--- src/rtl/crc_pkg.sv ---
// crc_pkg: shared types, CRC-32 defaults and the bit-reflection helper.
//   state_t  : engine FSM states (ACCUM collects message bytes, DONE holds a result)
//   reflect(): reverses the low w bits of a 32-bit value
package crc_pkg;
   typedef enum logic {ACCUM, DONE} state_t;
   localparam logic [31:0] CRC32_POLY   = 32'h04C11DB7;
   localparam logic [31:0] CRC32_INIT   = 32'hFFFFFFFF;
   localparam logic [31:0] CRC32_XOROUT = 32'hFFFFFFFF;
   function automatic logic [31:0] reflect(input logic [31:0] v, input int w);
      logic [31:0] r;
      int j;
      r = '0;
      for (int i = 0; i < 32; i++) begin
         j = w - 1 - i;
         r[i] = (i < w) ? v[j[4:0]] : 1'b0;
      end
      return r;
   endfunction
endpackage

--- src/rtl/crc_byte_step.sv ---
// crc_byte_step: combinational single-byte CRC update (MSB-first division).
//   crc_in  : CRC register before this byte
//   data    : message byte (bit-reversed first when REFIN=1)
//   en      : lane enable; when low the register passes through unchanged
//   crc_out : CRC register after this byte
module crc_byte_step #(
   parameter int          CRC_W = 32,
   parameter logic [31:0] POLY  = 32'h04C11DB7,
   parameter bit          REFIN = 1'b1
) (
   input  logic [CRC_W-1:0] crc_in,
   input  logic [7:0]       data,
   input  logic             en,
   output logic [CRC_W-1:0] crc_out
);
   localparam logic [CRC_W-1:0] P = POLY[CRC_W-1:0];
   logic [7:0]       b;
   logic [CRC_W-1:0] c;
   always_comb begin
      for (int i = 0; i < 8; i++) b[i] = REFIN ? data[7-i] : data[i];
      c = crc_in;
      // each message bit enters at the register MSB, highest bit first
      for (int i = 7; i >= 0; i--) c = {c[CRC_W-2:0], 1'b0} ^ ((c[CRC_W-1] ^ b[i]) ? P : '0);
      crc_out = en ? c : crc_in;
   end
endmodule

--- src/rtl/crc_stream_engine.sv ---
// crc_stream_engine: streaming CRC over byte-lane-masked beats with a held result.
//   s_valid/s_ready/s_data/s_keep/s_last : input beat handshake, lane 0 processed first
//   s_abort                              : drops the message in progress (ACCUM only)
//   m_valid/m_ready/m_crc/m_len          : finalised CRC and saturating byte count
module crc_stream_engine
   import crc_pkg::*;
#(
   parameter int          DATA_W = 32,
   parameter int          CRC_W  = 32,
   parameter logic [31:0] POLY   = CRC32_POLY,
   parameter logic [31:0] INIT   = CRC32_INIT,
   parameter logic [31:0] XOROUT = CRC32_XOROUT,
   parameter bit          REFIN  = 1'b1,
   parameter bit          REFOUT = 1'b1,
   parameter int          LEN_W  = 16
) (
   input  logic                clk,
   input  logic                rst_n,
   input  logic                s_valid,
   output logic                s_ready,
   input  logic [DATA_W-1:0]   s_data,
   input  logic [DATA_W/8-1:0] s_keep,
   input  logic                s_last,
   input  logic                s_abort,
   output logic                m_valid,
   input  logic                m_ready,
   output logic [CRC_W-1:0]    m_crc,
   output logic [LEN_W-1:0]    m_len
);
   localparam int NB = DATA_W / 8;
   localparam logic [CRC_W-1:0] INIT_C = INIT[CRC_W-1:0];
   state_t             state_q, state_d;
   logic [CRC_W-1:0]   crc_q, crc_d, m_crc_q, m_crc_d, fin;
   logic [LEN_W-1:0]   len_q, len_d, m_len_q, m_len_d, len_new;
   logic               m_valid_q, m_valid_d, abort_act, acc, fin_beat;
   logic [LEN_W:0]     pop, sum;
   logic [CRC_W-1:0]   chain [0:NB];
   assign chain[0] = crc_q;
   for (genvar g = 0; g < NB; g++) begin : g_lane
      crc_byte_step #(.CRC_W(CRC_W), .POLY(POLY), .REFIN(REFIN)) u_step (
         .crc_in (chain[g]),
         .data   (s_data[8*g +: 8]),
         .en     (s_keep[g]),
         .crc_out(chain[g+1])
      );
   end
   assign s_ready = (state_q == ACCUM) | m_ready;
   assign m_valid = m_valid_q;
   assign m_crc   = m_crc_q;
   assign m_len   = m_len_q;
   always_comb begin
      pop = '0;
      for (int i = 0; i < NB; i++) pop = pop + (LEN_W+1)'(s_keep[i]);
      sum       = {1'b0, len_q} + pop;
      len_new   = sum[LEN_W] ? '1 : sum[LEN_W-1:0];
      fin       = (REFOUT ? CRC_W'(reflect(32'(chain[NB]), CRC_W)) : chain[NB]) ^ XOROUT[CRC_W-1:0];
      abort_act = s_abort & (state_q == ACCUM);
      acc       = s_valid & s_ready & ~abort_act;
      fin_beat  = acc & s_last;
      // the working register is rewound at completion, so the next message
      // (possibly accepted in DONE) always starts from INIT and zero length
      crc_d     = (abort_act | fin_beat) ? INIT_C : acc ? chain[NB] : crc_q;
      len_d     = (abort_act | fin_beat) ? '0 : acc ? len_new : len_q;
      state_d   = fin_beat ? DONE : (state_q == DONE && m_ready) ? ACCUM : state_q;
      m_valid_d = fin_beat | (m_valid_q & ~m_ready);
      m_crc_d   = fin_beat ? fin : m_crc_q;
      m_len_d   = fin_beat ? len_new : m_len_q;
   end
   always_ff @(posedge clk or negedge rst_n) begin
      if (!rst_n) begin
         state_q   <= ACCUM;
         crc_q     <= INIT_C;
         len_q     <= '0;
         m_valid_q <= 1'b0;
         m_crc_q   <= '0;
         m_len_q   <= '0;
      end else begin
         state_q   <= state_d;
         crc_q     <= crc_d;
         len_q     <= len_d;
         m_valid_q <= m_valid_d;
         m_crc_q   <= m_crc_d;
         m_len_q   <= m_len_d;
      end
   end
endmodule

--- config.mk ---
export PLATFORM = sky130hd
export DESIGN_NAME = crc_stream_engine
export DESIGN_NICKNAME = d
export VERILOG_FILES = /design/src/rtl/crc_pkg.sv /design/src/rtl/crc_byte_step.sv /design/src/rtl/crc_stream_engine.sv
export SDC_FILE = /design/constraint.sdc
export NUM_CORES = 1
export LEC_CHECK = 0
export CAP_MARGIN = 20
export CORE_ASPECT_RATIO = 0.5
export CORE_MARGIN = 8
export CORE_UTILIZATION = 64
export CTS_CLUSTER_SIZE = 14
export DETAILED_ROUTE_END_ITERATION = 7
export HOLD_SLACK_MARGIN = 0.06
export PLACE_DENSITY_LB_ADDON = 0.08
export SYNTH_ARGS = -nofsm -noshare
export SYNTH_HDL_FRONTEND = slang
export SYNTH_SLANG_ARGS = --single-unit
--- constraint.sdc ---
create_clock -name clk -period 11.6 [get_ports clk]
set_input_delay 1.16 -clock clk [delete_from_list [all_inputs] [get_ports clk]]
set_output_delay 1.16 -clock clk [all_outputs]
set_load 0.005 [all_outputs]
# == Yosys cells after proc, flatten, opt, wreduce, memory -nomap -nowiden ==
# Cells that the tools add are included.
# totals
in_bits,42
word_cells,132
ramBits,0
regBits,98
mem_count,0
latchBits,0
out_inout_bits,50
romBits,0
# op_classes
bitwise_logic,76
n_addsub,4
eq_ne,0
muxes,43
n_div,0
n_mul,0
order_cmp,0
shifts,0
n_reduce_logical,3
# op_table
op,count
bitwise XOR 32 bit,32
two-way mux 27 bit,32
two-way mux 32 bit,6
two-way mux 16 bit,3
inverter 32 bit,1
bitwise XOR 1 bit,32
adder 16 x 4 -> 17 bit,1
AND 1 bit,5
adder 3 x 1 -> 4 bit,1
nonzero test 2 bit,2
adder 2 x 1 -> 3 bit,1
inverter 1 bit,3
OR 1 bit,3
adder 1 x 1 -> 2 bit,1
two-way mux 1 bit,2
logical AND 1 bit,1

# == Longest topological paths before layout ==
# depth
depth_word,102
mapped_depth,19
ltp_nobuf,15

# == Cells and area by module ==
# Synthesis repeated with hierarchy kept, for this count alone.
# hier_totals
cells_unflattened,837
hier_area_um2,10004.6
# modules_own_cells
mod,cells_each,area_per_inst_um2,seq_area_each_um2,instances
crc_byte_step,112,1446.4,0.0,4
crc_stream_engine,389,4219.0,2492.4,1

# == Least setup slack after synthesis ==
# OpenSTA, ideal clock, no wires.
# synth_path
path_type,input-to-reg
from,input s_data[0]
to,"register m_crc_q[18], in the netlist m_crc[18]"
path_stages,15
slack_ns,5.757
path_buffers,0
arrival_ns,5.718
setup_time_ns,0.125
required_ns,11.475
path_cell_list,xnor2_4 -> xnor3_1 -> mux2_2 -> a31o_1 -> a211o_1 -> a31oi_4 -> xor2_4 -> xnor2_1 -> o21a_1 -> xor2_2 -> xnor3_4 -> xor2_4 -> xnor3_1 -> mux2_2 -> mux2_2
# synth_via
elab_chain_len,49
elab_cells_between_ends,77
classes_between,mux: 24; bitwise: 53
# synth_lines
item,line_no,rtl
from (decl),crc_stream_engine.sv:21,"input logic [DATA_W-1:0] s_data,"
bitwise XOR 1 bit (*),crc_byte_step.sv:23,"for (int i = 7; i >= 0; i--) c = {c[CRC_W-2:0], 1'b0} ^ ((c[CRC_W-1] ^ b[i]) ? P : '0);"
two-way mux 27 bit (*),crc_byte_step.sv:23,
bitwise XOR 32 bit (*) (6 in a row),crc_byte_step.sv:23,
bitwise XOR 1 bit,crc_byte_step.sv:23,
two-way mux 27 bit,crc_byte_step.sv:23,
bitwise XOR 32 bit (*) (2 in a row),crc_byte_step.sv:23,
two-way mux 32 bit (*),crc_byte_step.sv:24,crc_out = en ? c : crc_in;
bitwise XOR 32 bit (4 in a row),crc_byte_step.sv:23,
(+18 left out),--,
bitwise XOR 1 bit,crc_byte_step.sv:23,
two-way mux 27 bit,crc_byte_step.sv:23,
bitwise XOR 32 bit (6 in a row),crc_byte_step.sv:23,
bitwise XOR 1 bit,crc_byte_step.sv:23,
two-way mux 27 bit,crc_byte_step.sv:23,
bitwise XOR 32 bit (2 in a row),crc_byte_step.sv:23,
two-way mux 32 bit (*),crc_byte_step.sv:24,
inverter 32 bit (no line) (*),--,
to (signal assigned),crc_stream_engine.sv:82,m_crc_q <= m_crc_d;
to (decl),crc_stream_engine.sv:33,"logic [CRC_W-1:0] crc_q, crc_d, m_crc_q, m_crc_d, fin;"
# Every way passes the cells marked *; elsewhere a longest branch is shown, timed or not.
# A chain may end at the register's enable or synchronous reset.

# == Final worst setup path ==
# layout_path
from,input s_data[2]
to,"register m_crc_q[19], in the netlist m_crc[19]"
# layout_via
elab_chain_len,45
elab_cells_between_ends,75
classes_between,mux: 24; bitwise: 51
# layout_lines
item,line_no
bitwise XOR 1 bit (*),crc_byte_step.sv:23
two-way mux 27 bit (*),crc_byte_step.sv:23
bitwise XOR 32 bit (*) (6 in a row),crc_byte_step.sv:23
two-way mux 32 bit (*),crc_byte_step.sv:24
bitwise XOR 1 bit or bitwise XOR 32 bit (tied branches),crc_byte_step.sv:23
two-way mux 27 bit or bitwise XOR 32 bit (tied branches),crc_byte_step.sv:23
bitwise XOR 32 bit,crc_byte_step.sv:23
bitwise XOR 32 bit or bitwise XOR 1 bit (tied branches),crc_byte_step.sv:23
(+23 left out),--
two-way mux 27 bit or bitwise XOR 32 bit (tied branches),crc_byte_step.sv:23
bitwise XOR 32 bit,crc_byte_step.sv:23
bitwise XOR 32 bit or bitwise XOR 1 bit (tied branches),crc_byte_step.sv:23
bitwise XOR 32 bit (tied with other cells),crc_byte_step.sv:23
bitwise XOR 32 bit or two-way mux 27 bit (tied branches),crc_byte_step.sv:23
bitwise XOR 32 bit (2 in a row),crc_byte_step.sv:23
two-way mux 32 bit (*),crc_byte_step.sv:24
inverter 32 bit (no line) (*),--
# Marks and branches as above.

==> results.py <==
metrics = {
    "synth": {
        "synth_top_family_by_area": "XOR/XNOR gates",
        "synth_xor_area_frac": 0.371,
        "yosys.area.top_type": "dfrtp_1",
        "yosys.cell_count.top_type": "xnor2_1",
        "syn_avg_cell_area_um2": 10.1,
        "synth-compound-area-share": 0.120,
        "synth_edf_count": 0,
        "yosys-top-cells-area": "dfrtp_1 (17%), xnor2_1 (13%), xnor3_1 (9.3%), dfstp_2 (8.9%), mux2i_1 (5.4%)",
        "ys_warn_count": 0,
        "netlist_top_cells_count": "xnor2_1 (140), nor2_1 (88), a21oi_1 (80), nand2_1 (67), dfrtp_1 (66)",
        "synth_cell_types": 66,
        "synthAdderAreaFrac": 0.00767,
        "synthMuxAreaShare": 0.106,
        "syn-num-nets": 981,
        "synth_top_cell_area_share": 0.175,
        "synth-seq-area-share": 0.264,
        "synth_ff_type": "dfrtp_1",
        "netlist_instances": 935,
        "ys_ff_latch": 98,
        "synth-simple-area-share": 0.102,
        "syn_area_um2": 9460,
        "async_flop_share": 1.00,
    },
    "sta": {
        "clock.fmax_mhz": 148,
        "fin_skew_ns": 0.00850,
        "worst_pin_slew_ns": 1.03,
        "finalSetupViolCount": 0,
        "period_minus_slack_ns": 6.78,
        "slew_headroom": 0.311,
        "fin_crit_sh": 0.584,
        "rsz0062_at_grt": "no",
        "drv_slew": 0,
        "fin_setup_tns_ns": 0,
        "worst_slack_ns": 4.82,
        "finalHoldViolCount": 0,
    },
    "global_routing": {
        "grt_max_degree": 82,
        "antenna_found_initial": 0,
        "grtUsageTotal": 0.286,
        "grt_pass1_wl_mm": 41.7,
        "grt_pass1_vias": 6939,
        "overflow": 0,
    },
    "clocking": {
        "post_cts_buffers": 0,
        "clock-root-buffer": "clkbuf_16",
        "clkLatencyLatePin_ns": 0.35,
        "cts_buffer_depth": 2,
        "postCtsHoldBufs": 0,
        "cts_resized": 0,
        "cts_buffers": 9,
        "cts_tree": "yes",
        "clkTransAtPathRegs_ns": 0.07,
        "cts-htree-levels": 3,
        "clock_sinks": 98,
    },
    "run_status": {
        "status": "complete, no violations",
    },
    "detailed_routing": {
        "drt_iter0_drc": 864,
        "via_per_inst": 6.12,
        "wl_mm": 27.5,
        "wl_per_cell_um": 23.0,
        "ant_nets": 0,
        "remaining_drc_errors": 0,
        "dr.pass1.iters": 5,
        "vias": 7310,
    },
    "flow_run": {
        "drv_cap": 0,
    },
    "layout": {
        "fill_cells": 1048,
        "nets": 1038,
        "diodes": 0,
        "design_area_um2": 10800,
        "syn_to_final_growth_pct": 14.0,
        "drive_gt1_frac": 0.142,
    },
    "critical_path": {
        "start_kind": "input port",
        "critical_path.max_fanout": 8,
        "cp.required_ns": 11.88,
        "critPathKind": "in2reg",
        "worstPathArrival_ns": 7.06,
        "endpoint_kind": "flop",
    },
    "place": {
        "port_buffers": 91,
        "pre_cts_ws_ns": 4.50,
        "dp.final_hpwl_mm": 21.1,
        "gp_congestion": 0.964,
        "place_area_um2": 10400,
    },
    "min_path": {
        "hp-class": "reg2reg",
    },
    "floorplan": {
        "die_h_um": 102,
        "design.die.area_um2": 19200,
        "core_area_um2": 14500,
        "io_pins": 92,
        "die_x_um": 188,
        "rows": 31,
        "initial_core_util": 0.654,
    },
}
-- stage by stage --
step / cells / hold WS (ns) / util
after floorplan: 935 / 0.470 / -
after global placement: 1178 / 0.462 / 0.722
after detailed placement: 1178 / 0.471 / 0.722
after CTS: 1194 / 0.493 / 0.744
after global routing: 1195 / 0.516 / 0.745
final: 1195 / 0.487 / 0.745
-- registers in the layout (all words and copies together), names as in the netlist --
| name | count |
|---|---|
| m_crc | 32 |
| crc_q | 32 |
| len_q | 16 |
| state_q | 1 |
| m_len | 16 |
| m_valid | 1 |
-- cell type report --
| class | instances | area [µm²] | area share |
|---|---|---|---|
| well taps | 198 | 248 | 0.0230 |
| clock inverters | 6 | 87.6 | 0.00812 |
| clock buffers | 10 | 229 | 0.0212 |
| repair buffers | 97 | 946 | 0.0877 |
| inverters | 20 | 75.1 | 0.00696 |
| flip-flops and latches | 98 | 2490 | 0.231 |
| multi-input cells | 766 | 6700 | 0.622 |
-- critical path, stage by stage --
cell	delay, ns
clkdlybuf4s50_1	0.56
xor3_1	0.45
mux2i_2	0.36
xnor2_1	0.38
nand4_1	0.28
a211o_1	0.39
a31oi_4	0.33
xor2_4	0.41
xnor2_1	0.17
o21a_1	0.18
xor2_2	0.45
xnor3_4	0.61
xor2_4	0.33
xnor3_1	0.46
mux2i_1	0.31
mux2_2	0.22
-- placed cells by master (no fill, tap or decap), types with 30 or more instances in the layout --
master           instances
nor2_1                  86
xnor2_1                140
dfrtp_1                 66
xor2_1                  55
mux2i_1                 51
dfstp_2                 32
mux2_2                  30
a21oi_1                 80
clkdlybuf4s50_1         86
nand2_1                 67
xnor3_1                 39
o21ai_0                 52
-- final timing paths --
kind	start	end	slack (ns)	cells past startpoint
min in group asynchronous	rst_n	len_q[13]	0.66	1
min reg2reg	m_len[14]	m_len[14]	0.49	2
min	m_len[14]	m_len[14]	0.49	2
max	s_data[2]	m_crc[19]	4.82	16
max reg2reg	crc_q[29]	m_crc[19]	5.61	15
max in group asynchronous	rst_n	len_q[8]	9.70	2
-- kinds of logic (layout without fill, tap and decap cells) --
group | count (synthesis) | in the layout
flops | 98 | 98
simple gates | 208 | 208
mux | 89 | 89
buf+inv | 71 | 133
compound gates | 189 | 189
xor+xnor | 276 | 276
fa+ha+maj | 4 | 4
-- routing by layer --
metal  track usage  vias up  routed length (µm)
met5             0        -                   0
met4        0.0680        0                 533
met3        0.0760       34                2910
met2         0.433      374               11900
met1         0.406     3598               12100
li1              -     3304                   -
Power is left out: the tool's default activity adds up to more than one toggle a clock period on the data nets, which glitch-free logic cannot reach.
